===== src/rtl/picorv32_mmio_pkg.sv =====
// Shared constants, decode targets and FSM state types for the picorv32 MMIO router.
package picorv32_mmio_pkg;

  localparam int unsigned DEF_MEM_BYTES  = 65536;
  localparam int unsigned DEF_CON_DEPTH  = 4;
  localparam logic [31:0] DEF_CON_ADDR   = 32'h1000_0000;
  localparam logic [31:0] DEF_PASS_ADDR  = 32'h2000_0000;
  localparam logic [31:0] DEF_PASS_MAGIC = 32'd123456789;
  localparam logic [31:0] OOB_RDATA      = 32'hDEAD_BEEF;

  typedef enum logic [1:0] {MEM, CON, PASS, OOB} tgt_e;

  typedef enum logic [2:0] {W_IDLE, W_FWD, W_MWAIT, W_LOCAL, W_RESP} wstate_e;

  typedef enum logic [1:0] {R_IDLE, R_FWD, R_MWAIT, R_RESP} rstate_e;

  // Exact full-width address decode.
  function automatic tgt_e decode(input logic [31:0] addr, input logic [31:0] mem_bytes,
                                  input logic [31:0] con_addr, input logic [31:0] pass_addr);
    if (addr < mem_bytes) return MEM;
    if (addr == con_addr) return CON;
    if (addr == pass_addr) return PASS;
    return OOB;
  endfunction

endpackage


===== src/rtl/mmio_con_fifo.sv =====
// First-word fall-through byte FIFO for the console; push while full is taken only alongside a pop.
module mmio_con_fifo #(
  parameter int unsigned CON_DEPTH = 4
) (
  input  logic                       clk,
  input  logic                       resetn,
  input  logic                       push,
  input  logic [7:0]                 din,
  input  logic                       pop,
  output logic [7:0]                 dout,
  output logic                       full,
  output logic                       empty,
  output logic [$clog2(CON_DEPTH):0] count
);

  localparam int unsigned AW = $clog2(CON_DEPTH);
  localparam int unsigned CW = AW + 1;

  logic [7:0]    mem [CON_DEPTH];
  logic [AW-1:0] wp, rp;
  logic [CW-1:0] cnt;
  logic          do_push, do_pop;

  assign do_pop  = pop && (cnt != '0);
  assign do_push = push && ((cnt != CW'(CON_DEPTH)) || do_pop);

  always_ff @(posedge clk or negedge resetn) begin
    if (!resetn) begin
      wp  <= '0;
      rp  <= '0;
      cnt <= '0;
      for (int unsigned i = 0; i < CON_DEPTH; i++) mem[i] <= '0;
    end else begin
      if (do_push) begin
        mem[wp] <= din;
        wp      <= wp + AW'(1);
      end
      if (do_pop) rp <= rp + AW'(1);
      cnt <= cnt + CW'(do_push) - CW'(do_pop);
    end
  end

  assign dout  = mem[rp];
  assign full  = (cnt == CW'(CON_DEPTH));
  assign empty = (cnt == '0);
  assign count = cnt;

endmodule


===== src/rtl/picorv32_mmio_router.sv =====
// AXI4-Lite router: forwards the memory window downstream and serves console/pass MMIO locally.
module picorv32_mmio_router
  import picorv32_mmio_pkg::*;
#(
  parameter int unsigned MEM_BYTES  = DEF_MEM_BYTES,
  parameter logic [31:0] CON_ADDR   = DEF_CON_ADDR,
  parameter logic [31:0] PASS_ADDR  = DEF_PASS_ADDR,
  parameter logic [31:0] PASS_MAGIC = DEF_PASS_MAGIC,
  parameter int unsigned CON_DEPTH  = DEF_CON_DEPTH
) (
  input  logic        clk,
  input  logic        resetn,
  input  logic        s_axi_awvalid,
  output logic        s_axi_awready,
  input  logic [31:0] s_axi_awaddr,
  input  logic [2:0]  s_axi_awprot,
  input  logic        s_axi_wvalid,
  output logic        s_axi_wready,
  input  logic [31:0] s_axi_wdata,
  input  logic [3:0]  s_axi_wstrb,
  output logic        s_axi_bvalid,
  input  logic        s_axi_bready,
  input  logic        s_axi_arvalid,
  output logic        s_axi_arready,
  input  logic [31:0] s_axi_araddr,
  input  logic [2:0]  s_axi_arprot,
  output logic        s_axi_rvalid,
  input  logic        s_axi_rready,
  output logic [31:0] s_axi_rdata,
  output logic        m_axi_awvalid,
  input  logic        m_axi_awready,
  output logic [31:0] m_axi_awaddr,
  output logic [2:0]  m_axi_awprot,
  output logic        m_axi_wvalid,
  input  logic        m_axi_wready,
  output logic [31:0] m_axi_wdata,
  output logic [3:0]  m_axi_wstrb,
  input  logic        m_axi_bvalid,
  output logic        m_axi_bready,
  output logic        m_axi_arvalid,
  input  logic        m_axi_arready,
  output logic [31:0] m_axi_araddr,
  output logic [2:0]  m_axi_arprot,
  input  logic        m_axi_rvalid,
  output logic        m_axi_rready,
  input  logic [31:0] m_axi_rdata,
  output logic        con_valid,
  input  logic        con_ready,
  output logic [7:0]  con_data,
  output logic        tests_passed,
  output logic        oob_err
);

  wstate_e     w_state, w_state_n;
  rstate_e     r_state, r_state_n;
  logic        run;
  logic        aw_have, w_have, m_aw_done, m_w_done;
  logic [31:0] awaddr_q, wdata_q, araddr_q, rdata_q;
  logic [2:0]  awprot_q, arprot_q;
  logic [3:0]  wstrb_q;
  tgt_e        w_tgt, new_wtgt, r_tgt;
  logic        tests_passed_q, oob_q;

  logic        aw_take, w_take, ar_take, m_aw_hs, m_w_hs;
  logic [31:0] eff_awaddr;
  logic        con_push, con_pop, con_full, con_empty;
  logic        set_pass, w_set_oob, r_set_oob;
  logic [$clog2(CON_DEPTH):0] con_count;
  logic        unused_con_count;

  assign aw_take    = s_axi_awvalid && s_axi_awready;
  assign w_take     = s_axi_wvalid && s_axi_wready;
  assign ar_take    = s_axi_arvalid && s_axi_arready;
  assign m_aw_hs    = m_axi_awvalid && m_axi_awready;
  assign m_w_hs     = m_axi_wvalid && m_axi_wready;
  assign eff_awaddr = aw_have ? awaddr_q : s_axi_awaddr;
  assign new_wtgt   = decode(eff_awaddr, 32'(MEM_BYTES), CON_ADDR, PASS_ADDR);
  assign r_tgt      = decode(s_axi_araddr, 32'(MEM_BYTES), CON_ADDR, PASS_ADDR);
  assign con_pop    = con_valid && con_ready;

  mmio_con_fifo #(.CON_DEPTH(CON_DEPTH)) u_con_fifo (
    .clk    (clk),
    .resetn (resetn),
    .push   (con_push),
    .din    (wdata_q[7:0]),
    .pop    (con_pop),
    .dout   (con_data),
    .full   (con_full),
    .empty  (con_empty),
    .count  (con_count)
  );
  assign unused_con_count = ^con_count;

  // State registers; run keeps every ready low until the first edge after reset.
  always_ff @(posedge clk or negedge resetn) begin
    if (!resetn) begin
      w_state <= W_IDLE;
      r_state <= R_IDLE;
      run     <= 1'b0;
    end else begin
      w_state <= w_state_n;
      r_state <= r_state_n;
      run     <= 1'b1;
    end
  end

  // Write next-state and local side effects.
  always_comb begin
    w_state_n = w_state;
    con_push  = 1'b0;
    set_pass  = 1'b0;
    w_set_oob = 1'b0;
    case (w_state)
      W_IDLE:  if ((aw_have || aw_take) && (w_have || w_take))
                 w_state_n = (new_wtgt == MEM) ? W_FWD : W_LOCAL;
      W_FWD:   if ((m_aw_done || m_aw_hs) && (m_w_done || m_w_hs)) w_state_n = W_MWAIT;
      W_MWAIT: if (m_axi_bvalid) w_state_n = W_RESP;
      W_LOCAL: begin
        case (w_tgt)
          CON: if (!con_full || con_pop) begin
            con_push  = 1'b1;
            w_state_n = W_RESP;
          end
          PASS: begin
            set_pass  = (wdata_q == PASS_MAGIC);
            w_state_n = W_RESP;
          end
          default: begin
            w_set_oob = 1'b1;
            w_state_n = W_RESP;
          end
        endcase
      end
      W_RESP:  if (s_axi_bready) w_state_n = W_IDLE;
      default: w_state_n = W_IDLE;
    endcase
  end

  // Read next-state.
  always_comb begin
    r_state_n = r_state;
    r_set_oob = 1'b0;
    case (r_state)
      R_IDLE: if (ar_take) begin
        r_state_n = (r_tgt == MEM) ? R_FWD : R_RESP;
        r_set_oob = (r_tgt == OOB);
      end
      R_FWD:   if (m_axi_arready) r_state_n = R_MWAIT;
      R_MWAIT: if (m_axi_rvalid) r_state_n = R_RESP;
      R_RESP:  if (s_axi_rready) r_state_n = R_IDLE;
      default: r_state_n = R_IDLE;
    endcase
  end

  // Transaction payload, downstream handshake tracking and sticky flags.
  always_ff @(posedge clk or negedge resetn) begin
    if (!resetn) begin
      aw_have        <= 1'b0;
      w_have         <= 1'b0;
      m_aw_done      <= 1'b0;
      m_w_done       <= 1'b0;
      awaddr_q       <= '0;
      awprot_q       <= '0;
      wdata_q        <= '0;
      wstrb_q        <= '0;
      w_tgt          <= MEM;
      araddr_q       <= '0;
      arprot_q       <= '0;
      rdata_q        <= '0;
      tests_passed_q <= 1'b0;
      oob_q          <= 1'b0;
    end else begin
      if (aw_take) begin
        awaddr_q <= s_axi_awaddr;
        awprot_q <= s_axi_awprot;
        aw_have  <= 1'b1;
      end
      if (w_take) begin
        wdata_q <= s_axi_wdata;
        wstrb_q <= s_axi_wstrb;
        w_have  <= 1'b1;
      end
      if (w_state == W_IDLE && w_state_n != W_IDLE) w_tgt <= new_wtgt;
      if (w_state == W_FWD) begin
        if (m_aw_hs) m_aw_done <= 1'b1;
        if (m_w_hs) m_w_done <= 1'b1;
        if (w_state_n != W_FWD) begin
          m_aw_done <= 1'b0;
          m_w_done  <= 1'b0;
        end
      end
      if (w_state == W_RESP && s_axi_bready) begin
        aw_have <= 1'b0;
        w_have  <= 1'b0;
      end
      if (ar_take) begin
        araddr_q <= s_axi_araddr;
        arprot_q <= s_axi_arprot;
        case (r_tgt)
          CON:     rdata_q <= {30'b0, con_full, con_empty};
          PASS:    rdata_q <= {31'b0, tests_passed_q};
          OOB:     rdata_q <= OOB_RDATA;
          default: rdata_q <= rdata_q;
        endcase
      end
      if (r_state == R_MWAIT && m_axi_rvalid) rdata_q <= m_axi_rdata;
      tests_passed_q <= tests_passed_q | set_pass;
      oob_q          <= oob_q | w_set_oob | r_set_oob;
    end
  end

  assign s_axi_awready = run && (w_state == W_IDLE) && !aw_have;
  assign s_axi_wready  = run && (w_state == W_IDLE) && !w_have;
  assign s_axi_bvalid  = (w_state == W_RESP);
  assign s_axi_arready = run && (r_state == R_IDLE);
  assign s_axi_rvalid  = (r_state == R_RESP);
  assign s_axi_rdata   = rdata_q;

  assign m_axi_awvalid = (w_state == W_FWD) && !m_aw_done;
  assign m_axi_awaddr  = awaddr_q;
  assign m_axi_awprot  = awprot_q;
  assign m_axi_wvalid  = (w_state == W_FWD) && !m_w_done;
  assign m_axi_wdata   = wdata_q;
  assign m_axi_wstrb   = wstrb_q;
  assign m_axi_bready  = (w_state == W_MWAIT);
  assign m_axi_arvalid = (r_state == R_FWD);
  assign m_axi_araddr  = araddr_q;
  assign m_axi_arprot  = arprot_q;
  assign m_axi_rready  = (r_state == R_MWAIT);

  assign con_valid     = !con_empty;
  assign tests_passed  = tests_passed_q;
  assign oob_err       = oob_q;

endmodule


===== config.mk =====
export PLATFORM = sky130hd
export DESIGN_NAME = picorv32_mmio_router
export DESIGN_NICKNAME = d
export VERILOG_FILES = /design/src/rtl/picorv32_mmio_pkg.sv /design/src/rtl/mmio_con_fifo.sv /design/src/rtl/picorv32_mmio_router.sv
export SDC_FILE = /design/constraint.sdc
export NUM_CORES = 1
export LEC_CHECK = 0
export BUFFER_PORTS_ARGS = -buffer_cell sky130_fd_sc_hd__clkbuf_2
export CAP_MARGIN = 20
export CELL_PAD_IN_SITES_DETAIL_PLACEMENT = 2
export CELL_PAD_IN_SITES_GLOBAL_PLACEMENT = 2
export CORE_ASPECT_RATIO = 0.6
export CORE_MARGIN = 8
export CORE_UTILIZATION = 31
export DETAILED_ROUTE_END_ITERATION = 8
export PLACE_DENSITY_LB_ADDON = 0.15
export SLEW_MARGIN = 20
export SYNTH_ARGS = -nofsm -noshare
export SYNTH_HDL_FRONTEND = slang
export SYNTH_SLANG_ARGS = --single-unit
export TNS_END_PERCENT = 20

===== constraint.sdc =====
create_clock -name clk -period 3.3 [get_ports clk]
set_clock_uncertainty 0.15 [all_clocks]
set_input_delay 0.66 -clock clk [delete_from_list [all_inputs] [get_ports clk]]
set_output_delay 0.66 -clock clk [all_outputs]
set_load 0.03 [all_outputs]

==> results.sh <==
export IMPL_wl_um=28300
export IMPL_yosysTopAreaCell="dfrtp_1"
export IMPL_p_per_area_nw_per_um2=1060
export IMPL_peakVddDrop_uv=383
export IMPL_synth_area_um2=8230
export IMPL_ant_nets=0
export IMPL_run_status="finished clean"
export IMPL_antenna_found_initial=0
export IMPL_nets=1109
export IMPL_synth_top_cells_by_count="dfrtp_1 (191), mux2_2 (142), nand2_1 (45)"
export IMPL_finalSetupViolCount=0
export IMPL_worst_pin_slew_ps=639
export IMPL_grt_pass1_wl_um=42600
export IMPL_synth_most_common_cell="dfrtp_1"
export IMPL_yosysWarnings=0
export IMPL_rsz0062_at_grt="false"
export IMPL_max_stage_delay_ps=750
export IMPL_synth_fp_nets=793
export IMPL_drv_slew=0
export IMPL_hold_path_class="in2reg"
export IMPL_worst_endpoint_arrival_ps=2030
export IMPL_gp_congestion=0.798
export IMPL_synthArstFlopShare=1.00
export IMPL_clock_sinks=191
export IMPL_crit_path_end_kind="output pin"
export IMPL_diodes=0
export IMPL_tns_ps=0
export IMPL_multi_input_area_um2=3270
export IMPL_grt_overflow=0
export IMPL_critPathLaunchType="flop"
export IMPL_synthToLayoutAreaGrowth_pct=32.2
export IMPL_drt_iter0_drc=226
export IMPL_hpwl_um=21800
export IMPL_synth_edff_count=0
export IMPL_root_buffer="clkbuf_16"
export IMPL_fmax_mhz=353
export IMPL_crit_fanout=10
export IMPL_cp_startpoint="u_con_fifo.rp[0]"
export IMPL_die_height_um=142
export IMPL_synth_top_flop_cell="dfrtp_1"
export IMPL_insertion_delay_ps=450
export IMPL_num_vias=6276
export IMPL_drc=0
export IMPL_cts_htree_levels=4
export IMPL_r2r_start="u_con_fifo.count[1]"
export IMPL_rows=46
export IMPL_numCtsBuffers=17
export IMPL_nFillCells=2783
export IMPL_synth_area_per_cell_um2=13.2
export IMPL_dieArea_um2=32200
export IMPL_hold_viol=0
export IMPL_ys_seq_elements=191
export IMPL_track_usage=0.174
export IMPL_grt_pass1_vias=6982
export IMPL_portBuffers=309
export IMPL_cellLeakagePower_nw=5.42
export IMPL_critPathSlowestCell="dfrtp_1"
export IMPL_max_slew_margin_rel=0.574
export IMPL_firstDrtPassIters=4
export IMPL_crit_required_ps=2490
export IMPL_clkTransAtPathRegs_ps=70
export IMPL_crit_type="reg2out"
export IMPL_cts_setup_buffers=0
export IMPL_routed_via_density=4.78
export IMPL_yosysTopAreaCellShare=0.581
export IMPL_drv_cap=0
export IMPL_wl_per_cell_um=21.5
export IMPL_synth_cell_type_count=54
export IMPL_tritoncts="built"
export IMPL_clock_path_buffers=2
export IMPL_yosysSeqAreaShare=0.581
export IMPL_seqCellArea_um2=4780
export IMPL_grt_max_degree=57
export IMPL_drive_gt1_frac=0.543
export IMPL_fp_dieW_um=226
export IMPL_core_area_um2=26200
export IMPL_min_delay_start="m_axi_rdata[8]"
export IMPL_start_util=0.314
export IMPL_total_power_mw=11.5
export IMPL_period_minus_slack_ps=2840
export IMPL_netlist_top_cells_area="dfrtp_1 (58%), mux2_2 (19%), ha_1 (2.4%)"
export IMPL_crit_path_cell_trace="mux4_2, clkbuf_2"
export IMPL_ioPinCount=310
export IMPL_finalCritPeriodShare=0.859
export IMPL_synth_cells=625
final timing paths:
kind / to / slack (ps) / cells past startpoint
hold / removal: s_axi_rdata[8] / 280 / 2
hold reg to reg: oob_err / 330 / 1
min in group asynchronous: m_axi_araddr[15] / 560 / 2
setup reg to reg: u_con_fifo.count[2] / 710 / 9
max in group asynchronous: u_con_fifo.mem[24] / 1600 / 3
setup / recovery: con_data[3] / 460 / 2
per-layer routing:
| layer | vias up | track usage | wire length [um] |
|---|---|---|---|
| met5 | - | 0 | 0 |
| li1 | 2875 | - | - |
| met4 | 0 | 0.0498 | 361 |
| met1 | 3213 | 0.235 | 13200 |
| met2 | 166 | 0.270 | 13000 |
| met3 | 22 | 0.0506 | 1710 |
flip-flops by register name, summed over array words and instances (netlist names), 2 cells and up:
name / count
u_con_fifo.wp: 2
u_con_fifo.rp: 2
m_axi_araddr: 32
w_state: 3
m_axi_wdata: 32
m_axi_wstrb: 4
m_axi_arprot: 3
m_axi_awprot: 3
u_con_fifo.mem: 32
s_axi_rdata: 32
m_axi_awaddr: 32
w_tgt: 2
u_con_fifo.count: 3
r_state: 2
cell families (layout without fill, tap and decap cells):
logic type | count (synthesis) | after routing | share of synthesized area
other | 1 | 1 | 0.000456
adders and majority gates | 17 | 17 | 0.0268
and+or+nand+nor | 126 | 126 | 0.0811
AOI/OAI and AO/OA | 88 | 88 | 0.0631
xor gates and xnor gates | 5 | 5 | 0.00532
buffers and inverters | 45 | 374 | 0.0237
muxes | 152 | 152 | 0.219
DFF | 191 | 191 | 0.581
timing repair:
action | CTS | global route
hold buffers | 1 | 0
hold endpoints to repair | 3 | 0
resized for setup | 0 | 0
cells in the final DEF, fill, tap and decap left out, drive strengths merged, types with 6 or more instances in the layout:
master and instances:
a21oi 33, a22o 8, buf 13, clkbuf 330, clkinv 6, dfrtp 191, ha 16, inv 22
mux2 142, mux4 8, nand2 45, nor2 18, nor3 6, nor4 18, o21ai 29, o22ai 6
critical path: cells and delay by family, from the launching register on:
family                 cells  cell delay, ps
flip-flops                 1             750
buffers and inverters      1             200
multiplexers               1             620
final cells by class:
| cell class | count | share of cell area |
|---|---|---|
| multi-input cells | 389 | 0.300 |
| well taps | 360 | 0.0414 |
| clock buffers | 21 | 0.0442 |
| repair buffers | 323 | 0.156 |
| clock inverters | 11 | 0.0117 |
| inverters | 19 | 0.00656 |
| flip-flops and latches | 191 | 0.439 |
per-stage QoR:
stage	utilization	std cells	hold WS [ps]	worst slack (ps)	area (um2)
floorplan	-	625	214	439	8230
global placement	0.391	1281	309	98.4	10300
detailed placement	0.391	1281	319	5.78	10300
CTS	0.414	1314	255	403	10900
global route	0.414	1314	268	243	10900
finish	0.414	1314	283	464	10900
report_power, final:
part	total (mW)	internal (mW)	switching [mW]
clock	2.17	1.21	0.963
combinational	5.14	1.76	3.37
sequential	4.19	3.34	0.850
(Power assumes the default switching activity.)
